==> config.mk <==
export PLATFORM = sky130hd
export DESIGN_NAME = instr_fetch
export DESIGN_NICKNAME = d
export VERILOG_FILES = /design/src/rtl/fetch_pkg.sv /design/src/rtl/fetch_fifo.sv /design/src/rtl/instr_fetch.sv
export SDC_FILE = /design/constraint.sdc
export NUM_CORES = 1
export LEC_CHECK = 0
export ABC_CLOCK_PERIOD_IN_PS = 3500
export CAP_MARGIN = 20
export CORE_UTILIZATION = 45
export DETAILED_ROUTE_END_ITERATION = 12
export HOLD_SLACK_MARGIN = 0.03
export PLACE_DENSITY_LB_ADDON = 0.08
export SLEW_MARGIN = 40
export SYNTH_ARGS = -nofsm -noshare
export SYNTH_HDL_FRONTEND = slang
export SYNTH_SLANG_ARGS = --single-unit
==> constraint.sdc <==
create_clock -name clock -period 3.5 [get_ports clock]
set_clock_uncertainty 0.1 [all_clocks]
set_input_delay 0.7 -clock clock [delete_from_list [all_inputs] [get_ports clock]]
set_output_delay 0.7 -clock clock [all_outputs]
set_load 0.05 [all_outputs]
==> src/rtl/fetch_pkg.sv <==
// Shared types for the instruction prefetch unit.
// S_FAULT exists only when INSTR_FETCH_FAULT_CHECK_EN is defined.
package fetch_pkg;
  localparam logic [11:0] ROM_BASE_HI      = 12'h080;
  localparam logic [31:0] DEFAULT_RESET_PC = 32'h0800_0000;

  typedef struct packed {
    logic [31:0] pc;
    logic [31:0] data;
  } fetch_entry_t;

  typedef enum logic [1:0] {
    S_IDLE,
    S_FETCH,
    S_STALL
`ifdef INSTR_FETCH_FAULT_CHECK_EN
    ,
    S_FAULT
`endif
  } fetch_state_e;
endpackage

==> src/rtl/fetch_fifo.sv <==
// DEPTH-entry prefetch FIFO of {pc, data}. Flush wins over push/pop.
// count_nxt exposes the post-edge occupancy so the fetcher can compute credit.
module fetch_fifo
  import fetch_pkg::*;
#(
  parameter int unsigned DEPTH = 4,
  localparam int AW = $clog2(DEPTH),
  localparam int CW = AW + 1
) (
  input  logic         clock,
  input  logic         reset_n,
  input  logic         flush,
  input  logic         push,
  input  fetch_entry_t push_data,
  input  logic         pop,
  output fetch_entry_t head,
  output logic [CW-1:0] count,
  output logic [CW-1:0] count_nxt
);
  fetch_entry_t mem_q [DEPTH];
  fetch_entry_t mem_d [DEPTH];
  logic [AW-1:0] wr_q, wr_d, rd_q, rd_d;
  logic [CW-1:0] cnt_q, cnt_d;

  always_comb begin
    mem_d = mem_q;
    wr_d  = wr_q;
    rd_d  = rd_q;
    cnt_d = cnt_q;
    if (flush) begin
      wr_d  = '0;
      rd_d  = '0;
      cnt_d = '0;
    end else begin
      if (push) begin
        mem_d[wr_q] = push_data;
        wr_d        = wr_q + 1'b1;
      end
      if (pop) rd_d = rd_q + 1'b1;
      cnt_d = cnt_q + CW'(push) - CW'(pop);
    end
  end

  always_ff @(posedge clock or negedge reset_n) begin
    if (!reset_n) begin
      for (int i = 0; i < int'(DEPTH); i++) mem_q[i] <= '0;
      wr_q  <= '0;
      rd_q  <= '0;
      cnt_q <= '0;
    end else begin
      mem_q <= mem_d;
      wr_q  <= wr_d;
      rd_q  <= rd_d;
      cnt_q <= cnt_d;
    end
  end

  assign head      = mem_q[rd_q];
  assign count     = cnt_q;
  assign count_nxt = cnt_d;
endmodule

==> src/rtl/instr_fetch.sv <==
// Instruction prefetch: sequential word reads, epoch-tagged responses, FIFO to decode.
// Optional ROM-window check enabled by INSTR_FETCH_FAULT_CHECK_EN.
module instr_fetch
  import fetch_pkg::*;
#(
  parameter int unsigned DEPTH    = 4,
  parameter logic [31:0] RESET_PC = DEFAULT_RESET_PC
) (
  input  logic        clock,
  input  logic        reset_n,
  output logic [31:0] mem_addr,
  output logic        mem_req,
  output logic        write_enable,
  input  logic [31:0] mem_rdata,
  output logic        instr_valid,
  input  logic        instr_ready,
  output logic [31:0] instr_data,
  output logic [31:0] instr_pc,
  input  logic        redirect_valid,
  input  logic [31:0] redirect_pc,
  output logic        fetch_fault
);
  localparam int CW = $clog2(DEPTH) + 1;
  localparam logic [CW:0] DEPTH_W = (CW + 1)'(DEPTH);
  localparam logic [31:0] RESET_WADDR = {RESET_PC[31:20], 2'b00, RESET_PC[19:2]};

  fetch_state_e state_q, state_d;
  logic [31:0]  fetch_pc_q, fetch_pc_d, addr_q, addr_d;
  logic         req_q, req_d, epoch_q;
  logic [31:0]  req_pc_q, req_pc_d, rsp_pc_q;
  logic         req_ep_q, req_ep_d, rsp_ep_q, rsp_vld_q;
  logic         epoch_d, push, pop, inflight, issue;
  logic [31:0]  issue_pc;
  logic [CW:0]  credit;
  logic [CW-1:0] fifo_cnt, count_nxt;
  fetch_entry_t head, push_entry;

  assign issue_pc   = redirect_valid ? (redirect_pc & ~32'd3) : fetch_pc_q;
  assign epoch_d    = epoch_q ^ redirect_valid;
  assign pop        = instr_valid & instr_ready & ~redirect_valid;
  // Responses tagged with an older epoch belong to a flushed stream.
  assign push       = rsp_vld_q & (rsp_ep_q == epoch_q) & ~redirect_valid;
  assign push_entry = '{pc: rsp_pc_q, data: mem_rdata};
  // A request on the bus during a redirect is stale and needs no FIFO slot.
  assign inflight   = (state_q == S_FETCH) & ~redirect_valid;

`ifdef INSTR_FETCH_FAULT_CHECK_EN
  logic fault_q, fault_d, pc_ok, in_fault;
  assign pc_ok       = (issue_pc[31:20] == ROM_BASE_HI);
  assign in_fault    = (state_q == S_FAULT) & ~redirect_valid;
  assign fetch_fault = fault_q;
`else
  assign fetch_fault = 1'b0;
`endif

  always_comb begin
    credit = {1'b0, count_nxt} + {{CW{1'b0}}, inflight};
`ifdef INSTR_FETCH_FAULT_CHECK_EN
    issue = ~in_fault & pc_ok & (credit < DEPTH_W);
`else
    issue = (credit < DEPTH_W);
`endif
    state_d    = issue ? S_FETCH : S_STALL;
    req_d      = issue;
    addr_d     = issue ? {issue_pc[31:20], 2'b00, issue_pc[19:2]} : addr_q;
    fetch_pc_d = issue ? issue_pc + 32'd4 : issue_pc;
    req_pc_d   = issue ? issue_pc : req_pc_q;
    req_ep_d   = issue ? epoch_d : req_ep_q;
`ifdef INSTR_FETCH_FAULT_CHECK_EN
    if (in_fault || !pc_ok) state_d = S_FAULT;
    // Sticky once the words fetched before the fault have drained.
    fault_d = (state_d == S_FAULT) &
              ((fault_q & ~redirect_valid) | ((count_nxt == '0) & ~inflight));
`endif
  end

  always_ff @(posedge clock or negedge reset_n) begin
    if (!reset_n) begin
      state_q    <= S_IDLE;
      fetch_pc_q <= RESET_PC;
      addr_q     <= RESET_WADDR;
      req_q      <= 1'b0;
      epoch_q    <= 1'b0;
      req_pc_q   <= '0;
      req_ep_q   <= 1'b0;
      rsp_vld_q  <= 1'b0;
      rsp_pc_q   <= '0;
      rsp_ep_q   <= 1'b0;
`ifdef INSTR_FETCH_FAULT_CHECK_EN
      fault_q    <= 1'b0;
`endif
    end else begin
      state_q    <= state_d;
      fetch_pc_q <= fetch_pc_d;
      addr_q     <= addr_d;
      req_q      <= req_d;
      epoch_q    <= epoch_d;
      req_pc_q   <= req_pc_d;
      req_ep_q   <= req_ep_d;
      rsp_vld_q  <= req_q;
      rsp_pc_q   <= req_pc_q;
      rsp_ep_q   <= req_ep_q;
`ifdef INSTR_FETCH_FAULT_CHECK_EN
      fault_q    <= fault_d;
`endif
    end
  end

  fetch_fifo #(.DEPTH(DEPTH)) u_fifo (
    .clock     (clock),
    .reset_n   (reset_n),
    .flush     (redirect_valid),
    .push      (push),
    .push_data (push_entry),
    .pop       (pop),
    .head      (head),
    .count     (fifo_cnt),
    .count_nxt (count_nxt)
  );

  assign mem_addr     = addr_q;
  assign mem_req      = req_q;
  assign write_enable = 1'b0;
  assign instr_valid  = (fifo_cnt != '0);
  assign instr_data   = head.data;
  assign instr_pc     = head.pc;
endmodule
After elaboration in Yosys (flattened, before gate mapping). Index checks and enable logic that the tools add are counted. W data, S select, Z words.

$add $sub $neg: 6. Bitwise gates (word level): 9. Mux-type cells: 14. Eq/ne operators: 2. Order comparisons: 4. Reductions and logical operators: 5.

Operator list (count): $bwmux W256 (1); $mux W64 (3); $bmux W64 S2 (1); $demux W64 S2 (1); $mux W32 (2); $add A32 B3 Y32 const B (1); $mux W2 (5); $ge A3 B3 Y1 const B (2); $not A2 Y3 (2); $and A1 B1 Y1 (5); $add A2 B1 Y2 const B (2); $add A3 B1 Y4 (1); $lt A4 B3 Y1 const B (1); $reduce_bool A2 Y1 (2); $add A3 B1 Y3 (1); $lt A3 B1 Y1 const B (1); $mux W3 (1); $reduce_bool A3 Y1 (1); $sub A3 B1 Y3 (1); $eq A2 B1 Y1 const B (1); $reduce_and A2 Y1 (1); $eq A1 B1 Y1 (1); $logic_and A1 B1 Y1 (1); $not A1 Y1 (1); $xor A1 B1 Y1 (1).

Output and inout bits: 100. Input bits: 68. Register bits after elaboration: 396. Logic and storage cells: 61.

Longest topological paths before layout.
Depth in word-level cells: 9. Gate-level depth with buffers: 16. Gate-level depth less buffers: 12.

Cells and area by module. From an unflattened synthesis, not the netlist that was laid out.

Cells, all modules: 1076. Area, all modules: 17072.6 um^2.

By module, submodules not included: fetch_fifo (area each 12335.6 um^2, cells an instance 657, sequential area each 6581.3 um^2, instances 1); instr_fetch (area each 4737.0 um^2, cells an instance 419, sequential area each 2580.0 um^2, instances 1).

Least setup slack after synthesis. No wires, ideal clock.

Path type: input -> register. Start point: input redirect_valid. End point: register fetch_pc_q[28]. Setup time: 128 ps. Slack: -725 ps. Data arrival time: 3997 ps. Required time: 3272 ps. Path buffers: 5. Stages: 15. Cell sequence: buf_6 -> buf_2 -> buf_2 -> buf_2 -> buf_2 -> nor2_1 -> ha_1 -> inv_1 -> ha_1 -> fa_1 -> xor3_2 -> a2bb2oi_2 -> nand3_1 -> or4_1 -> xor2_1.

Cells in the longest elaborated chain, start to end: 8. Elaborated cells on any way between the ends: 12. Those cells by class: add/sub (4); order compare (1); mux (3); bitwise (4).

RTL lines: start, declared (line instr_fetch.sv:19) `input logic redirect_valid,`; $not A1 Y1 (no source line); $and A1 B1 Y1 (line instr_fetch.sv:42) `assign push = rsp_vld_q & (rsp_ep_q == epoch_q) & ~redirect_valid;`; $add A3 B1 Y3 (line fetch_fifo.sv:40) `cnt_d = cnt_q + CW'(push) - CW'(pop);`; $sub A3 B1 Y3 (line fetch_fifo.sv:40); $mux W3 (line fetch_fifo.sv:30) `if (flush) begin`; $add A3 B1 Y4 (line instr_fetch.sv:57) `credit = {1'b0, count_nxt} + {{CW{1'b0}}, inflight};`; $lt A4 B3 Y1 (line instr_fetch.sv:61) `issue = (credit < DEPTH_W);`; $mux W32 * (line instr_fetch.sv:66) `fetch_pc_d = issue ? issue_pc + 32'd4 : issue_pc;`; net fetch_pc_d[28] (line instr_fetch.sv:28) `logic [31:0] fetch_pc_q, fetch_pc_d, addr_q, addr_d;`; end signal, assigned (line instr_fetch.sv:94) `fetch_pc_q <= fetch_pc_d;`; end, declared (line instr_fetch.sv:28).

Mark *: on every way through the listed nets, which the timed path passes. The rest lies on a longest branch. A chain may end at the register's enable or synchronous reset.

Final worst setup path.
Start point: register u_fifo.cnt_q[2] (netlist: u_fifo.count[2]). End point: register fetch_pc_q[28].

Cells in the longest elaborated chain, start to end: 8. Elaborated cells on any way between the ends: 9. Those cells by class: add/sub (3); order compare (1); mux (2); bitwise (2); reduce/logical (1).

RTL lines: start, declared (line fetch_fifo.sv:23) `logic [CW-1:0] cnt_q, cnt_d;`; start signal, assigned (line fetch_fifo.sv:54) `cnt_q <= cnt_d;`; branches (longest 3 deep; another with $add A3 B1 Y3); $sub A3 B1 Y3 * (line fetch_fifo.sv:40); $mux W3 * (line fetch_fifo.sv:30); $add A3 B1 Y4 * (line instr_fetch.sv:57); $lt A4 B3 Y1 * (line instr_fetch.sv:61); $mux W32 * (line instr_fetch.sv:66); net fetch_pc_d[28] (line instr_fetch.sv:28).

Mark *: on every way through the listed nets, which the timed path passes.

==> flow_summary.yaml <==
global_route:
  grt_pass1_vias: 9702
  grt_max_degree: 96
  grt_overflow: 0
  grt_use_total_pct: 19.4
  grt_pass1_wl_um: 54800
  antenna_found_initial: 0
critical_path:
  timing.rr.start: "u_fifo.count[2]"
  regToRegEndpoint: "fetch_pc_q[28]"
  cp-startpoint: "u_fifo.count[2]"
  reg2reg_slack_ns: 0.15
  start_kind: "flip-flop"
  worstSetupPathType: "reg -> reg"
  crit_arrival_ns: 3.65
  worst-path-max-fanout: 6
  required_ns: 3.80
  setup.worst_path.end: "fetch_pc_q[28]"
  reg2regPathDepth: 12
  endpoint_kind: "flip-flop"
sta:
  setup_viol: 0
  relSlewSlack_pct: 57.4
  maxSlewViolCount: 0
  tns_ns: 0
  fmax_mhz: 299
  final.period_utilization_pct: 95.6
  tightest_slew_ns: 0.639
  fin_crit_ns: 3.35
  hold_viol: 0
  grt_setup_unrepaired: "true"
die:
  die_w_um: 191
  dieArea_um2: 36400
  io_pins: 168
  die_y_um: 191
  coreArea_um2: 34800
  start_util_pct: 46.1
  rows: 68
synthesis:
  avgSynthCellArea_um2: 14.9
  synth_area_um2: 16100
  synth_area_leaders: "dfrtp_1 (57%), mux2_2 (18%), mux4_2 (9.0%)"
  yosys_most_used_dff: "dfrtp_1"
  yosysTopAreaCell: "dfrtp_1"
  postSynthCellCount: 1078
  synthArstFlopShare_pct: 100
  seq_area_frac_synth_pct: 57.1
  yosysWarningCount: 0
  synth_edf_count: 0
  synth_top_area_share_pct: 56.7
  synthDistinctLibCells: 57
  ys_seq_elements: 366
layout:
  fillers: 2856
  layout_commonest_cell: "dfrtp_1"
  final_cell_mix: "dfrtp_1 (362), mux2_2 (258), clkdlybuf4s50_1 (105)"
  final_nets: 1321
  antenna_cells: 0
  fin_util_pct: 56.2
  layout-drive-gt1-share_pct: 38.6
  synthToLayoutAreaGrowth_pct: 21.9
  multi_input_area_um2: 6380
  regArea_um2: 9170
place:
  dp_hpwl_um: 22600
  placement.io_buffers: 161
  gp_congestion: 0.767
worst_hold_path:
  hp-class: "reg -> reg"
clocking:
  cts_buffers: 42
  htree_levels: 2
  clock_latency_ns: 0.52
  cts_sinks: 366
  clkSlewWorstSetupHoldPaths_ns: 0.06
  clock_path_buffers: 3
  cts_tree: "done"
  cts-root-buf: "clkbuf_16"
route:
  via_per_inst: 5.34
  wirelength_um: 34100
  ant_nets: 0
  detail_route.first_pass.iterations: 4
  wl_per_cell_um: 19.7
  num_vias: 9238
  remaining_drc_errors: 0
  drt_iter0_markers: 314
run_status:
  status: "complete, no violations"
power_and_ir_drop:
  p_leak_uw: 0.00865
  vdd_drop_max_mv: 0.932
  cellPowerDensity_nw_per_um2: 1020
flow_run:
  cap_violations: 0
-- synthesized netlist by cell type (12+ instances only) --
master   count
nor2_1      40
buf_4       34
xnor2_1     21
mux2_2     258
a21oi_1     35
mux4_2      64
nand2_1     37
nand3_1     21
buf_2       43
xor2_1      15
dfrtp_1    364
mux2i_1     28
inv_1       12
-- worst min path at each step --
stage | from | endpoint | slack (ns) | cells after the start
2_1_floorplan | req_ep_q | rsp_ep_q | 0.25 | 0
3_3_place_gp | req_ep_q | rsp_ep_q | 0.26 | 0
3_5_place_dp | req_ep_q | rsp_ep_q | 0.26 | 0
4_1_cts | reset_n | u_fifo.mem_q[227] | 0.14 | 1
5_1_grt | req_ep_q | rsp_ep_q | 0.30 | 0
6_report | req_ep_q | rsp_ep_q | 0.28 | 0
-- through the flow --
stage	worst slack [ns]	cell area (um2)	std cells	hold WS (ns)	total power [uW]
after floorplan	-0.165	16100	1081	0.254	13500
after global placement	-0.239	18200	1652	0.263	15900
after detailed placement	-0.266	18200	1652	0.264	16100
after CTS	0.0364	19500	1727	0.143	20200
after global routing	-0.0126	19600	1731	0.301	21100
final	0.153	19600	1731	0.278	20000
-- metal layers --
| metal | global-route usage [%] | wire [um] | vias to the layer above | share of wire (%) |
|---|---|---|---|---|
| met5 | 0 | 0 | - | 0 |
| met4 | 4.25 | 527 | 0 | 1.5 |
| met3 | 2.82 | 1270 | 45 | 3.7 |
| met2 | 31.3 | 16200 | 153 | 48 |
| met1 | 27.8 | 16100 | 4798 | 47 |
| li1 | - | - | 4242 | - |
-- area by class of cell --
type                       instances  share of cell area (%)
clock inverter                    12                   0.486
multi-input combinational        614                    32.6
inverter                          12                   0.230
timing repair buffer             209                    10.5
clock buffer                      63                    6.40
sequential                       366                    46.9
tap                              455                    2.91
-- cell families (layout without fill, tap and decap cells) --
group | count (synthesis) | in the layout | share of synthesized area [%]
flops | 366 | 366 | 57.1
fa+ha+maj | 8 | 8 | 0.670
buf+inv | 101 | 296 | 3.54
mux | 350 | 350 | 28.8
simple gates | 151 | 151 | 5.04
xor+xnor | 37 | 37 | 2.12
other cells | 1 | 4 | 0.0234
compound gates | 64 | 64 | 2.72
-- worst max-delay path: stages, from the launching register on --
cell and delay, ns:
dfrtp_1 0.39, or3_4 0.39, nand2_2 0.10, nor2_1 0.05
ha_1 0.27, inv_1 0.05, ha_1 0.19, fa_1 0.44
and4bb_2 0.27, a2bb2oi_4 0.25, nand3_2 0.09, or4_4 0.48
xor2_1 0.15
-- registers in the layout (all words and copies together), names as in the netlist, 2 cells and up --
name / flops
u_fifo.mem_q: 256
u_fifo.count: 3
rsp_pc_q: 32
fetch_pc_q: 32
state_q: 2
u_fifo.wr_q: 2
u_fifo.rd_q: 2
req_pc_q: 32
-- where the power goes --
| part | total [uW] | internal (uW) | leakage [uW] | switching (uW) |
|---|---|---|---|---|
| logic | 8690 | 3770 | 0.00345 | 4930 |
| clock network | 4200 | 2540 | 0.000668 | 1660 |
| registers | 7110 | 6040 | 0.00454 | 1080 |
| total | 20000 | 12300 | 0.00865 | 7670 |
-- repair_timing --
action                     4_1_cts  5_1_grt
hold endpoints to repair         0       45
pin swaps                        0        2
hold buffers                     0        1
setup buffers                    0        2
setup endpoints to repair       24       39
gates resized for setup         24        7
No activity file was read; power rests on OpenSTA's default activity.
